**config.mk**
```make
export PLATFORM = sky130hd
export DESIGN_NAME = commit_trace_v
export DESIGN_NICKNAME = d
export VERILOG_FILES = /design/src/rtl/commit_trace_v_pkg.sv /design/src/rtl/commit_trace_v_sync_fifo.sv /design/src/rtl/commit_trace_v.sv
export SDC_FILE = /design/constraint.sdc
export NUM_CORES = 1
export LEC_CHECK = 0
export CORE_MARGIN = 4
export CORE_UTILIZATION = 45
export CTS_BUF_LIST = sky130_fd_sc_hd__clkbuf_8
export DETAILED_ROUTE_END_ITERATION = 6
export GPL_ROUTABILITY_DRIVEN = 1
export PLACE_DENSITY = 0.62
export SYNTH_ARGS = -nofsm -noshare
export SYNTH_HDL_FRONTEND = slang
export SYNTH_SLANG_ARGS = --single-unit
```
**constraint.sdc**
```tcl
create_clock -name clk -period 17.84 [get_ports clk]
set_input_delay 3.568 -clock clk [delete_from_list [all_inputs] [get_ports clk]]
set_output_delay 3.568 -clock clk [all_outputs]
set_load 0.01 [all_outputs]
```
**src/rtl/commit_trace_v_pkg.sv**
```systemverilog
// ============================================================================
// Module : commit_trace_v_pkg
// Brief  : Shared field widths, packed-entry bit offsets and defaults for the
//          retirement trace FIFO.
// Rev    : 1.0
// ============================================================================
`timescale 1ns/1ps
`default_nettype none

package commit_trace_v_pkg;

  localparam int C_DEPTH_DEF    = 8;
  localparam int C_PC_W         = 32;
  localparam int C_INSTR_W      = 32;
  localparam int C_RD_W         = 5;
  localparam int C_DATA_W       = 32;

  // Packed entry layout, LSB first: data, memWrite, regWrite, rd, instr, pc, seq.
  localparam int C_DATA_LSB     = 0;
  localparam int C_MEMW_BIT     = 32;
  localparam int C_REGW_BIT     = 33;
  localparam int C_RD_LSB       = 34;
  localparam int C_INSTR_LSB    = 39;
  localparam int C_PC_LSB       = 71;
  localparam int C_SEQ_LSB      = 103;
  localparam int C_ENTRY_BASE_W = 103;

  // Writes to x0 never change architectural state, so they trace as no-write.
  function automatic logic reg_write_eff(input logic reg_write, input logic [C_RD_W-1:0] rd);
    return reg_write && (rd != '0);
  endfunction

endpackage

`default_nettype wire

```
**src/rtl/commit_trace_v_sync_fifo.sv**
```systemverilog
// ============================================================================
// Module : sync_fifo_v
// Brief  : Single-clock FIFO with registered storage; full-FIFO push is taken
//          only when a pop frees a slot on the same edge.
// Rev    : 1.0
// ============================================================================
`timescale 1ns/1ps
`default_nettype none

module sync_fifo_v #(
  parameter int WIDTH = 119,
  parameter int DEPTH = 8
) (
  input  logic                   clk,
  input  logic                   reset,
  input  logic                   push,
  input  logic                   pop,
  input  logic [WIDTH-1:0]       din,
  output logic [WIDTH-1:0]       dout,
  output logic                   full,
  output logic                   empty,
  output logic [$clog2(DEPTH):0] count
);

  localparam int C_AW = $clog2(DEPTH);

  logic [WIDTH-1:0] mem_q [DEPTH];
  logic [C_AW-1:0]  wr_ptr_q, wr_ptr_d;
  logic [C_AW-1:0]  rd_ptr_q, rd_ptr_d;
  logic [C_AW:0]    count_q, count_d;
  logic             w_do_push;
  logic             w_do_pop;

  assign empty     = (count_q == '0);
  assign full      = (count_q == (C_AW+1)'(DEPTH));
  assign w_do_pop  = pop && !empty;
  assign w_do_push = push && (!full || w_do_pop);
  assign count     = count_q;

  always_comb begin
    wr_ptr_d = wr_ptr_q + C_AW'(w_do_push);
    rd_ptr_d = rd_ptr_q + C_AW'(w_do_pop);
    count_d  = count_q;
    case ({w_do_push, w_do_pop})
      2'b10:   count_d = count_q + 1'b1;
      2'b01:   count_d = count_q - 1'b1;
      default: count_d = count_q;
    endcase
  end

  always_ff @(posedge clk or posedge reset) begin
    if (reset) begin
      wr_ptr_q <= '0;
      rd_ptr_q <= '0;
      count_q  <= '0;
    end else begin
      wr_ptr_q <= wr_ptr_d;
      rd_ptr_q <= rd_ptr_d;
      count_q  <= count_d;
    end
  end

  always_ff @(posedge clk) begin
    if (w_do_push) begin
      mem_q[wr_ptr_q] <= din;
    end
  end

  // Stale storage is masked so an empty FIFO presents all-zero fields.
  always_comb begin
    dout = '0;
    if (!empty) begin
      dout = mem_q[rd_ptr_q];
    end
  end

endmodule

`default_nettype wire

```
**src/rtl/commit_trace_v.sv**
```systemverilog
// ============================================================================
// Module : commit_trace_v
// Brief  : Retirement trace buffer: numbers each WB-stage retirement, queues it
//          for a consumer and accounts for entries dropped on overflow.
// Rev    : 1.0
// ============================================================================
`timescale 1ns/1ps
`default_nettype none

module commit_trace_v
  import commit_trace_v_pkg::*;
#(
  parameter int DEPTH = C_DEPTH_DEF,
  parameter int SEQ_W = 16
) (
  input  logic                   clk,
  input  logic                   reset,
  input  logic                   wb_isValid,
  input  logic [C_PC_W-1:0]      wb_pc,
  input  logic [C_INSTR_W-1:0]   wb_instr,
  input  logic [C_RD_W-1:0]      wb_rd,
  input  logic                   wb_regWrite,
  input  logic                   wb_memWrite,
  input  logic [C_DATA_W-1:0]    wb_data,
  input  logic                   trace_ready,
  input  logic                   ovf_clr,
  output logic                   trace_valid,
  output logic [SEQ_W-1:0]       trace_seq,
  output logic [C_PC_W-1:0]      trace_pc,
  output logic [C_INSTR_W-1:0]   trace_instr,
  output logic [C_RD_W-1:0]      trace_rd,
  output logic                   trace_regWrite,
  output logic                   trace_memWrite,
  output logic [C_DATA_W-1:0]    trace_data,
  output logic [$clog2(DEPTH):0] level,
  output logic                   ovf_sticky,
  output logic [15:0]            drop_cnt,
  output logic [31:0]            instret
);

  localparam int C_ENTRY_W = SEQ_W + C_ENTRY_BASE_W;

  logic [SEQ_W-1:0]     seq_q, seq_d;
  logic [31:0]          instret_q, instret_d;
  logic [15:0]          drop_cnt_q, drop_cnt_d;
  logic                 ovf_q, ovf_d;
  logic [C_ENTRY_W-1:0] w_din;
  logic [C_ENTRY_W-1:0] w_dout;
  logic                 w_full;
  logic                 w_empty;
  logic                 w_drop;

  assign w_din = {seq_q, wb_pc, wb_instr, wb_rd,
                  reg_write_eff(wb_regWrite, wb_rd), wb_memWrite, wb_data};

  sync_fifo_v #(
    .WIDTH (C_ENTRY_W),
    .DEPTH (DEPTH)
  ) u_fifo (
    .clk   (clk),
    .reset (reset),
    .push  (wb_isValid),
    .pop   (trace_ready),
    .din   (w_din),
    .dout  (w_dout),
    .full  (w_full),
    .empty (w_empty),
    .count (level)
  );

  // A full FIFO still takes the push when the head leaves on the same edge.
  assign w_drop = wb_isValid && w_full && !(trace_ready && !w_empty);

  always_comb begin
    seq_d      = seq_q;
    instret_d  = instret_q;
    drop_cnt_d = drop_cnt_q;
    ovf_d      = ovf_q;
    if (wb_isValid) begin
      seq_d     = seq_q + SEQ_W'(1);
      instret_d = instret_q + 32'd1;
    end
    if (ovf_clr) begin
      ovf_d      = w_drop;
      drop_cnt_d = {15'd0, w_drop};
    end else if (w_drop) begin
      ovf_d = 1'b1;
      if (drop_cnt_q != 16'hFFFF) begin
        drop_cnt_d = drop_cnt_q + 16'd1;
      end
    end
  end

  always_ff @(posedge clk or posedge reset) begin
    if (reset) begin
      seq_q      <= '0;
      instret_q  <= '0;
      drop_cnt_q <= '0;
      ovf_q      <= 1'b0;
    end else begin
      seq_q      <= seq_d;
      instret_q  <= instret_d;
      drop_cnt_q <= drop_cnt_d;
      ovf_q      <= ovf_d;
    end
  end

  assign trace_valid    = !w_empty;
  assign trace_seq      = w_dout[C_SEQ_LSB +: SEQ_W];
  assign trace_pc       = w_dout[C_PC_LSB +: C_PC_W];
  assign trace_instr    = w_dout[C_INSTR_LSB +: C_INSTR_W];
  assign trace_rd       = w_dout[C_RD_LSB +: C_RD_W];
  assign trace_regWrite = w_dout[C_REGW_BIT];
  assign trace_memWrite = w_dout[C_MEMW_BIT];
  assign trace_data     = w_dout[C_DATA_LSB +: C_DATA_W];
  assign ovf_sticky     = ovf_q;
  assign drop_cnt       = drop_cnt_q;
  assign instret        = instret_q;

endmodule

`default_nettype wire

```
==> metrics.yaml, run 1 <==
synthesis:
  ys_top_cells_by_area: "edfxtp_1 72%, mux4_2 14%, dfrtp_1 4.8%, mux2i_1 3.0%, nor2_1 1.3%"
  synth_top_family_by_area: "multiplexers"
  ys_warn_count: 0
  synth_largest_area_cell: "edfxtp_1"
  synth_mux_area_share_pct: 16.7
  synth_ff_type: "edfxtp_1"
  synthSimpleGateAreaFrac_pct: 3.16
  synth_edf_count: 952
  synth_cell_types: 42
  synthXorXnorAreaFrac_pct: 1.13
  ys_seq_area_share_pct: 77.1
  ys_seq_elements: 1027
  ys_top_cells_by_count: "952 x edfxtp_1, 238 x mux4_2, 135 x nor2_1"
  synth_compound_area_share_pct: 0.649
  syn-num-nets: 1960
  synthArstFlopShare_pct: 7.30
  synth_fa_ha_area_share_pct: 0.253
  syn_avg_cell_area_sq_um: 21.4
  syn_area_sq_mm: 0.0395
  synthCells: 1844
  yosysMostFrequentCell: "edfxtp_1"
  yosysTopAreaCellShare_pct: 72.4
setup_path:
  endpoint_kind: "primary output"
  reg2regPathDepth: 7
  worstSetupStartpointType: "flip-flop"
  arrival_ns: 4.95
  slowest_stage: "dfrtp_4"
  slowest_delay_ns: 0.91
  worstPathCellList: "buf_4 -> buf_4 -> mux4_2 -> mux2i_1 -> nor2_1 -> clkdlybuf4s50_1"
  crit_fanout: 49
  crit_top_cell: "buf_4"
  path_class: "flip-flop to primary output"
  cp.required_ns: 14.27
timing:
  period_share_pct: 47.7
  slew_violations: 0
  fin_tns_setup_ns: 0
  setup_violations: 0
  setup_ws_ns: 9.32
  hold_viol_final: 0
  worstMarginPinSlew_ns: 1.25
  period_minus_slack_ns: 8.52
  rsz0062_at_grt: "no"
  slew-limit-headroom_pct: 16.6
  fmax_ghz: 0.117
  fin_skew_ns: 0.0505
global_routing:
  grt_pass1_vias: 21100
  antenna_found_initial: 10
  grt_max_degree: 169
  grt_pass1_wl_microns: 129000
  overflow: 0
  globalRouteTotalUtil_pct: 18.4
final_layout:
  layout-drive-gt1-share_pct: 21.1
  fin_nets: 2356
  fillers: 6756
  finalCoreUtilization_pct: 53.9
  syn_to_final_growth_pct: 18.5
detailed_routing:
  via_per_inst: 5.45
  drc_errors: 0
  vias: 19300
  wl_per_cell_microns: 24.0
  drt-pass1-iter-count: 5
  wl_microns: 84700
  ant_nets: 0
  drtIter0Drc: 1089
cts:
  clock-sinks: 1027
  cts-root-buf: "clkbuf_8"
  ctsHtreeMaxLevel: 4
  cts.path.max_buffers: 3
  cts_setup_buffers: 0
  cts_hold_buf: 0
  cts-buffers-inserted: 165
  cts_tree: "yes"
  clock_latency_ns: 0.82
  cts.reportedPaths.clkPinSlew_ns: 0.06
  cts_resized: 0
floorplan:
  core-area_sq_mm: 0.0869
  die-area_sq_mm: 0.0926
  pin_count: 281
  die_w_microns: 304
  dieHeight_microns: 304
  num_rows: 108
  start_util_pct: 45.5
power:
  p_per_area_mw_per_mm2: 160
  peakVddDrop_uv: 150
  power.leakage_nw: 15.6
placed_design:
  post-place-ws_ns: 9.92
  port_buffers: 280
  place_hpwl_microns: 44800
  place.gp.congestion: 0.779
min_path:
  hold_class: "flip-flop to flip-flop"
  min_path_cells: 1
status:
  status: "complete, no violations"
run:
  maxCapViolations: 0
==> registers in the layout, indices dropped and copies added (netlist names) <==
signal	cells
drop_cnt	16
instret	32
ovf_sticky	1
seq_q	16
u_fifo.count	4
u_fifo.mem_q	952
u_fifo.rd_ptr_q	3
u_fifo.wr_ptr_q	3
==> critical path, delay by kind of cell, from the launching register on <==
family | cells | cell delay, ns
buffers and inverters | 3 | 2.27
flip-flops | 1 | 0.91
multiplexers | 2 | 0.74
AND/OR/NAND/NOR | 1 | 0.11
==> worst paths after layout <==
| kind | startpoint | slack [ns] | to |
|---|---|---|---|
| worst max-delay path | u_fifo.rd_ptr_q[0] | 9.32 | trace_pc[24] |
| worst min-delay path | instret[31] | 0.48 | instret[31] |
| worst max register to register | u_fifo.count[0] | 13.52 | u_fifo.mem_q[5][47] |
| worst min register to register | instret[31] | 0.48 | instret[31] |
| max in group asynchronous | reset | 13.68 | u_fifo.rd_ptr_q[1] |
| min in group asynchronous | reset | 3.39 | drop_cnt[9] |
==> report_power, final <==
| part | switching, W | internal [W] |
|---|---|---|
| clock | 0.000915 | 0.000936 |
| sequential | 0.000191 | 0.00302 |
| combinational | 0.00122 | 0.00123 |
==> cell families after synthesis <==
| group | after synthesis |
|---|---|
| buf+inv | 97 |
| mux | 360 |
| fa+ha+maj | 8 |
| flops | 1027 |
| xor+xnor | 51 |
| simple gates | 262 |
| compound gates | 39 |
==> stage by stage <==
| stage | total power, W | instances | cell area [sq um] | hold slack [ns] |
|---|---|---|---|---|
| after floorplan | 0.00472 | 1844 | 39500 | 0.477 |
| after global placement | 0.00575 | 3228 | 43800 | 0.462 |
| after detailed placement | 0.00578 | 3228 | 43800 | 0.476 |
| after CTS | 0.00765 | 3526 | 46800 | 0.487 |
| after global routing | 0.00792 | 3529 | 46800 | 0.509 |
| final | 0.00751 | 3534 | 46800 | 0.478 |
==> layout by cell type (no fill, tap or decap), types with 17 or more instances in the layout <==
| master | n |
|---|---|
| buf_4 | 35 |
| clkbuf_8 | 169 |
| clkdlybuf4s50_1 | 280 |
| clkinv_1 | 46 |
| clkinv_2 | 17 |
| dfrtp_1 | 72 |
| edfxtp_1 | 952 |
| inv_1 | 53 |
| mux2i_1 | 119 |
| mux4_2 | 238 |
| nand2_1 | 21 |
| nand3_1 | 29 |
| nor2_1 | 131 |
| xnor2_1 | 35 |
==> area by class of cell <==
cell class,instances,area (sq um),area share (%)
Antenna cell,8,20.0,0.0428
Clock buffer,169,2330,4.97
Clock inverter,129,718,1.53
Inverter,9,35.0,0.0748
Multi-Input combinational cell,720,8690,18.6
Sequential cell,1027,30500,65.1
Tap cell,1155,1450,3.09
Timing Repair Buffer,317,3110,6.63
==> routing by layer <==
layer	vias to the layer above	GRT usage, %	wire, microns
met2	536	30.4	42200
met3	109	4.98	5160
met1	10200	24.2	35900
met4	4	5.28	1390
li1	8434	-	-
met5	-	0	26
No activity file was read; power rests on OpenSTA's default activity.
==> inputs of run 2 (changes only) <==
==> constraint.sdc (replaced) <==
create_clock -name clk -period 7.9 [get_ports clk]
set_input_delay 1.58 -clock clk [delete_from_list [all_inputs] [get_ports clk]]
set_output_delay 1.58 -clock clk [all_outputs]
set_load 0.01 [all_outputs]
==> run 2 against run 1 <==
  * Utilization increased by 0.10 points
  * Register-to-register slack got worse by 8.6 ns
  * Highest routed layer unchanged
  * Via count decreased by 0.65%
  * Global-route usage about the same
  * Count of clock-buffer cells in the layout increased by 8
  * Clock power increased by 130%
==> metrics.yaml, run 2 (same netlist as run 1, synthesis figures left out) <==
final_layout:
  final_cell_mix: "952 x edfxtp_1, 280 x clkdlybuf4s50_1, 238 x mux4_2"
  largest_register_ffs: 952
  layout_commonest_cell: "edfxtp_1"
  regMostFlops: "u_fifo.mem_q"
  fillers: 6682
  layout-drive-gt1-share_pct: 20.8
  syn_to_final_growth_pct: 18.8
  fin_cells: 3513
  fin_nets: 2340
detailed_routing:
  ant_nets: 0
  drt-pass1-iter-count: 5
  wl_per_cell_microns: 24.0
  drtIter0Drc: 1381
  vias: 19100
  drc_errors: 0
  wl_microns: 84200
  via_per_inst: 5.45
timing:
  slew-limit-headroom_pct: 27.5
  fin_skew_ns: 0.0313
  period_share_pct: 72.0
  slew_violations: 0
  rsz0062_at_grt: "no"
  fmax_ghz: 0.176
  hold_viol_final: 0
  fin_tns_setup_ns: 0
  period_minus_slack_ns: 5.69
  setup_violations: 0
  worstMarginPinSlew_ns: 1.09
setup_path:
  r2r-start: "u_fifo.count[0]"
  r2r_setup_slack_ns: 4.92
  arrival_ns: 4.11
  endpoint_kind: "primary output"
  worstSetupStartpointType: "flip-flop"
  r2r_end: "u_fifo.mem_q[3][81]"
  crit_fanout: 66
  path_class: "flip-flop to primary output"
  cp.required_ns: 6.32
  reg2regPathDepth: 6
power:
  seqPwrFrac_pct: 42.7
  peakVddDrop_uv: 280
  power.leakage_nw: 15.6
  power_w: 0.0171
  p_per_area_mw_per_mm2: 364
  pwr-share-clk_pct: 24.9
  sw_frac_of_total_pct: 30.8
  p_sw_w: 0.00527
  combPwrFrac_pct: 32.4
  power.internal_w: 0.0118
global_routing:
  globalRouteTotalUtil_pct: 18.3
  grt_pass1_wl_microns: 130000
  antenna_found_initial: 6
  overflow: 0
  grt_max_degree: 120
  grt_pass1_vias: 21200
cts:
  cts.path.max_buffers: 3
  ctsHtreeMaxLevel: 4
  cts-root-buf: "clkbuf_8"
  cts_tree: "yes"
  cts-buffers-inserted: 165
  clock_latency_ns: 0.83
  cts.reportedPaths.clkPinSlew_ns: 0.06
  cts_resized: 0
  cts_setup_buffers: 0
  clock-sinks: 1027
  cts_hold_buf: 0
floorplan:
  die_w_microns: 304
  die-area_sq_mm: 0.0926
  dieHeight_microns: 304
  num_rows: 108
  pin_count: 281
  start_util_pct: 45.5
  core-area_sq_mm: 0.0869
placed_design:
  port_buffers: 280
  place.gp.congestion: 0.744
  place_inst: 3212
  place_hpwl_microns: 42400
min_path:
  hold_class: "flip-flop to flip-flop"
  min_path_cells: 1
  hold-path-endpoint: "instret[22]"
  hp-start: "instret[22]"
run:
  maxCapViolations: 0
status:
  status: "complete, no violations"
## run 2: changes by cell type in the layout (fill, tap and decap cells not counted), moves of 2 or more
| cell | before | now |
|---|---|---|
| buf_4 | 35 | 8 |
| clkinv_1 | 46 | 39 |
| inv_6 | 1 | 3 |
| clkinvlp_4 | 6 | 1 |
| diode_2 | 8 | 3 |
| buf_12 | 2 | 13 |
| clkbuf_8 | 169 | 177 |
## run 2: through the flow
stage	hold slack (ns)	instance area [sq um]	utilization [%]	worst slack [ns]
floorplan	0.477	39500	-	-2.88
global placement	0.465	43800	50.4	3.07
detailed placement	0.483	43800	50.4	3.01
CTS	0.495	46900	54.0	2.07
global route	0.527	46900	54.0	1.94
finish	0.494	46900	54.0	2.21
## run 2: final cells by class
| class | count | area (sq um) | area share (%) |
|---|---|---|---|
| multi-input cells | 720 | 8710 | 18.6 |
| well taps | 1155 | 1450 | 3.08 |
| diodes | 3 | 7.51 | 0.0160 |
| flip-flops and latches | 1027 | 30500 | 65.0 |
| clock inverters | 121 | 676 | 1.44 |
| repair buffers | 301 | 3120 | 6.66 |
| clock buffers | 177 | 2440 | 5.19 |
| inverters | 9 | 35.0 | 0.0747 |
## run 2: worst max path at each step
stage / start / to / slack, ns
after floorplan: wb_isValid / u_fifo.mem_q[2][0] / -2.88
after global placement: u_fifo.count[0] / trace_seq[1] / 3.07
after detailed placement: u_fifo.count[0] / trace_seq[5] / 3.01
after CTS: u_fifo.count[0] / trace_seq[5] / 2.07
after global routing: u_fifo.count[0] / trace_seq[5] / 1.94
final: u_fifo.count[0] / trace_seq[1] / 2.21
## run 2: metal layers
metal  wire, microns  up-vias  GRT usage, %  share of wire, %
met1           35700    10100          24.4                42
met4            1440        4          5.35               1.7
met2           41700      533          29.9                50
met3            5380      112          5.00               6.4
li1                -     8386             -                 -
met5              30        -             0             0.036
## run 2: power groups by stage
stage	combinational, W	sequential [W]	clock (W)
global placement	0.00565	0.00736	0
detailed placement	0.00567	0.00742	0
global route	0.00596	0.00738	0.00467
finish	0.00553	0.00730	0.00425
CTS	0.00569	0.00731	0.00439
floorplan	0.00337	0.00726	0
## run 2: worst max-delay path: stages (launching register included)
cell,delay [ns]
dfrtp_1,0.46
or3_4,0.46
nor2_4,0.08
buf_4,0.70
buf_4,0.72
nor2_1,0.24
clkdlybuf4s50_1,0.59
==> inputs of run 3 (changes only) <==
--- a/config.mk
+++ b/config.mk
@@ -10,7 +10,7 @@
 export CTS_BUF_LIST = sky130_fd_sc_hd__clkbuf_8
 export DETAILED_ROUTE_END_ITERATION = 6
 export GPL_ROUTABILITY_DRIVEN = 1
-export PLACE_DENSITY = 0.62
+export PLACE_DENSITY = 0.64
 export SYNTH_ARGS = -nofsm -noshare
 export SYNTH_HDL_FRONTEND = slang
 export SYNTH_SLANG_ARGS = --single-unit
==> constraint.sdc (replaced) <==
create_clock -name clk -period 4.6 [get_ports clk]
set_input_delay 0.92 -clock clk [delete_from_list [all_inputs] [get_ports clk]]
set_output_delay 0.92 -clock clk [all_outputs]
set_load 0.01 [all_outputs]
==> run 3 against run 2 <==
  * Utilization up 0.54 points
  * Register-to-register slack got worse by 2.9 ns
  * Sequential power grew 70%
  * Critical path depth shrank 1
  * Cell area is 1.0% higher
  * Clock power increased by 66%
  * Die area unchanged
  * Final cell count increased by 0.94%
  * Worst hold slack worse by 0.021 ns
==> metrics.yaml, run 3 (same netlist as run 1, synthesis figures left out) <==
final_layout:
  fillers: 6689
  fin_nets: 2377
  design_area_sq_mm: 0.0474
  multi_input_area_sq_mm: 0.00875
  layout_commonest_cell: "edfxtp_1"
  regArea_sq_mm: 0.0305
  final_cell_mix: "952 x edfxtp_1, 280 x clkdlybuf4s50_1, 238 x mux4_2"
  syn_to_final_growth_pct: 20.0
  finalCoreUtilization_pct: 54.5
  fin_cells: 3546
  regMostFlops: "u_fifo.mem_q"
  largest_register_ffs: 952
  layout-drive-gt1-share_pct: 21.5
cts:
  clock-sinks: 1027
  cts-root-buf: "clkbuf_8"
  clock_latency_ns: 0.81
  cts.reportedPaths.clkPinSlew_ns: 0.06
  cts_tree: "yes"
  ctsHtreeMaxLevel: 4
  cts-buffers-inserted: 165
  cts.path.max_buffers: 3
global_routing:
  antenna_found_initial: 9
  grt_max_degree: 68
  grt_pass1_vias: 21000
  overflow: 0
  globalRouteTotalUtil_pct: 18.6
  grt_pass1_wl_microns: 131000
detailed_routing:
  vias: 19500
  ant_nets: 0
  via_per_inst: 5.49
  drtIter0Drc: 1429
  wl_microns: 86300
  drc_errors: 0
  wl_per_cell_microns: 24.3
  drt-pass1-iter-count: 5
placed_design:
  place.gp.congestion: 0.773
  port_buffers: 280
  place_inst: 3248
  place_hpwl_microns: 47000
  dpl-instance-area_sq_mm: 0.0444
timing:
  fin_tns_setup_ns: 0
  rsz0062_at_grt: "no"
  slew_violations: 0
  period_share_pct: 94.3
  slew-limit-headroom_pct: 22.8
  fin_skew_ns: 0.0444
  worstMarginPinSlew_ns: 1.15
  fmax_ghz: 0.231
  hold_viol_final: 0
  setup_violations: 0
  period_minus_slack_ns: 4.34
setup_path:
  path_class: "flip-flop to primary output"
  r2r_setup_slack_ns: 2.01
  arrival_ns: 3.42
  critPathBufInv: 2
  path_delay_family: "buffers and inverters"
  cp.required_ns: 3.68
  worstSetupStartpointType: "flip-flop"
  endpoint_kind: "primary output"
  slowest_delay_ns: 0.91
  crit_fanout: 66
  worstPathCellList: "buf_12 -> mux4_2 -> mux2i_1 -> nor2_1 -> clkdlybuf4s50_1"
  slowest_stage: "dfrtp_4"
floorplan:
  core-area_sq_mm: 0.0869
  start_util_pct: 45.5
  num_rows: 108
  dieHeight_microns: 304
  pin_count: 281
  die_w_microns: 304
  die-area_sq_mm: 0.0926
power:
  power.leakage_nw: 15.9
  peakVddDrop_uv: 371
  power_w: 0.0294
  p_per_area_mw_per_mm2: 621
status:
  status: "complete, no violations"
run:
  maxCapViolations: 0
min_path:
  hold_class: "flip-flop to flip-flop"
run 3: final timing paths:
| kind | start | to | depth (start not counted) |
|---|---|---|---|
| max in group asynchronous | reset | u_fifo.rd_ptr_q[0] | 3 |
| worst max-delay path | u_fifo.rd_ptr_q[1] | trace_pc[6] | 5 |
| worst max register to register | u_fifo.count[3] | u_fifo.count[2] | 7 |
| worst min register to register | instret[31] | instret[31] | 1 |
| min in group asynchronous | reset | instret[19] | 2 |
| worst min-delay path | instret[31] | instret[31] | 1 |
run 3: report_power, final:
group / switching (W) / internal, W
sequential: 0.000696 / 0.0117
clock: 0.00344 / 0.00360
combinational: 0.00492 / 0.00507
total: 0.00906 / 0.0204
run 3: final cells by class:
type	instances	area share [%]
clock inverters	122	1.34
multi-input cells	720	18.5
clock buffers	170	4.94
well taps	1155	3.05
flip-flops and latches	1027	64.3
diodes	5	0.0264
inverters	9	0.0739
repair buffers	338	7.77
run 3: per-layer routing:
layer	track usage, %	vias up	wire, microns
li1	-	8465	-
met1	25.1	10300	36400
met2	30.4	587	42900
met3	4.78	122	5400
met4	5.32	8	1480
met5	0	-	57
run 3: per-stage QoR:
step | setup slack, ns | hold slack, ns
floorplan | -0.823 | 0.477
global placement | 1.00 | 0.470
detailed placement | 0.996 | 0.474
CTS | 0.0653 | 0.482
global route | 0.0127 | 0.512
finish | 0.262 | 0.473
run 3: repair_timing:
item                       in CTS  in global routing
setup endpoints to repair       0                  2
gates resized for setup         0                  0
hold buffers                    0                  0
buffers inserted                0                  1
run 3: worst reg2reg max path: cells and delay by family (launching register included):
kind / cells / cell delay [ns]
AND/OR/NAND/NOR: 2 / 0.39
XOR/XNOR: 2 / 0.38
flip-flops: 1 / 0.52
AO/OA/AOI/OAI: 2 / 0.97
adder cells (fa/ha/maj): 1 / 0.21
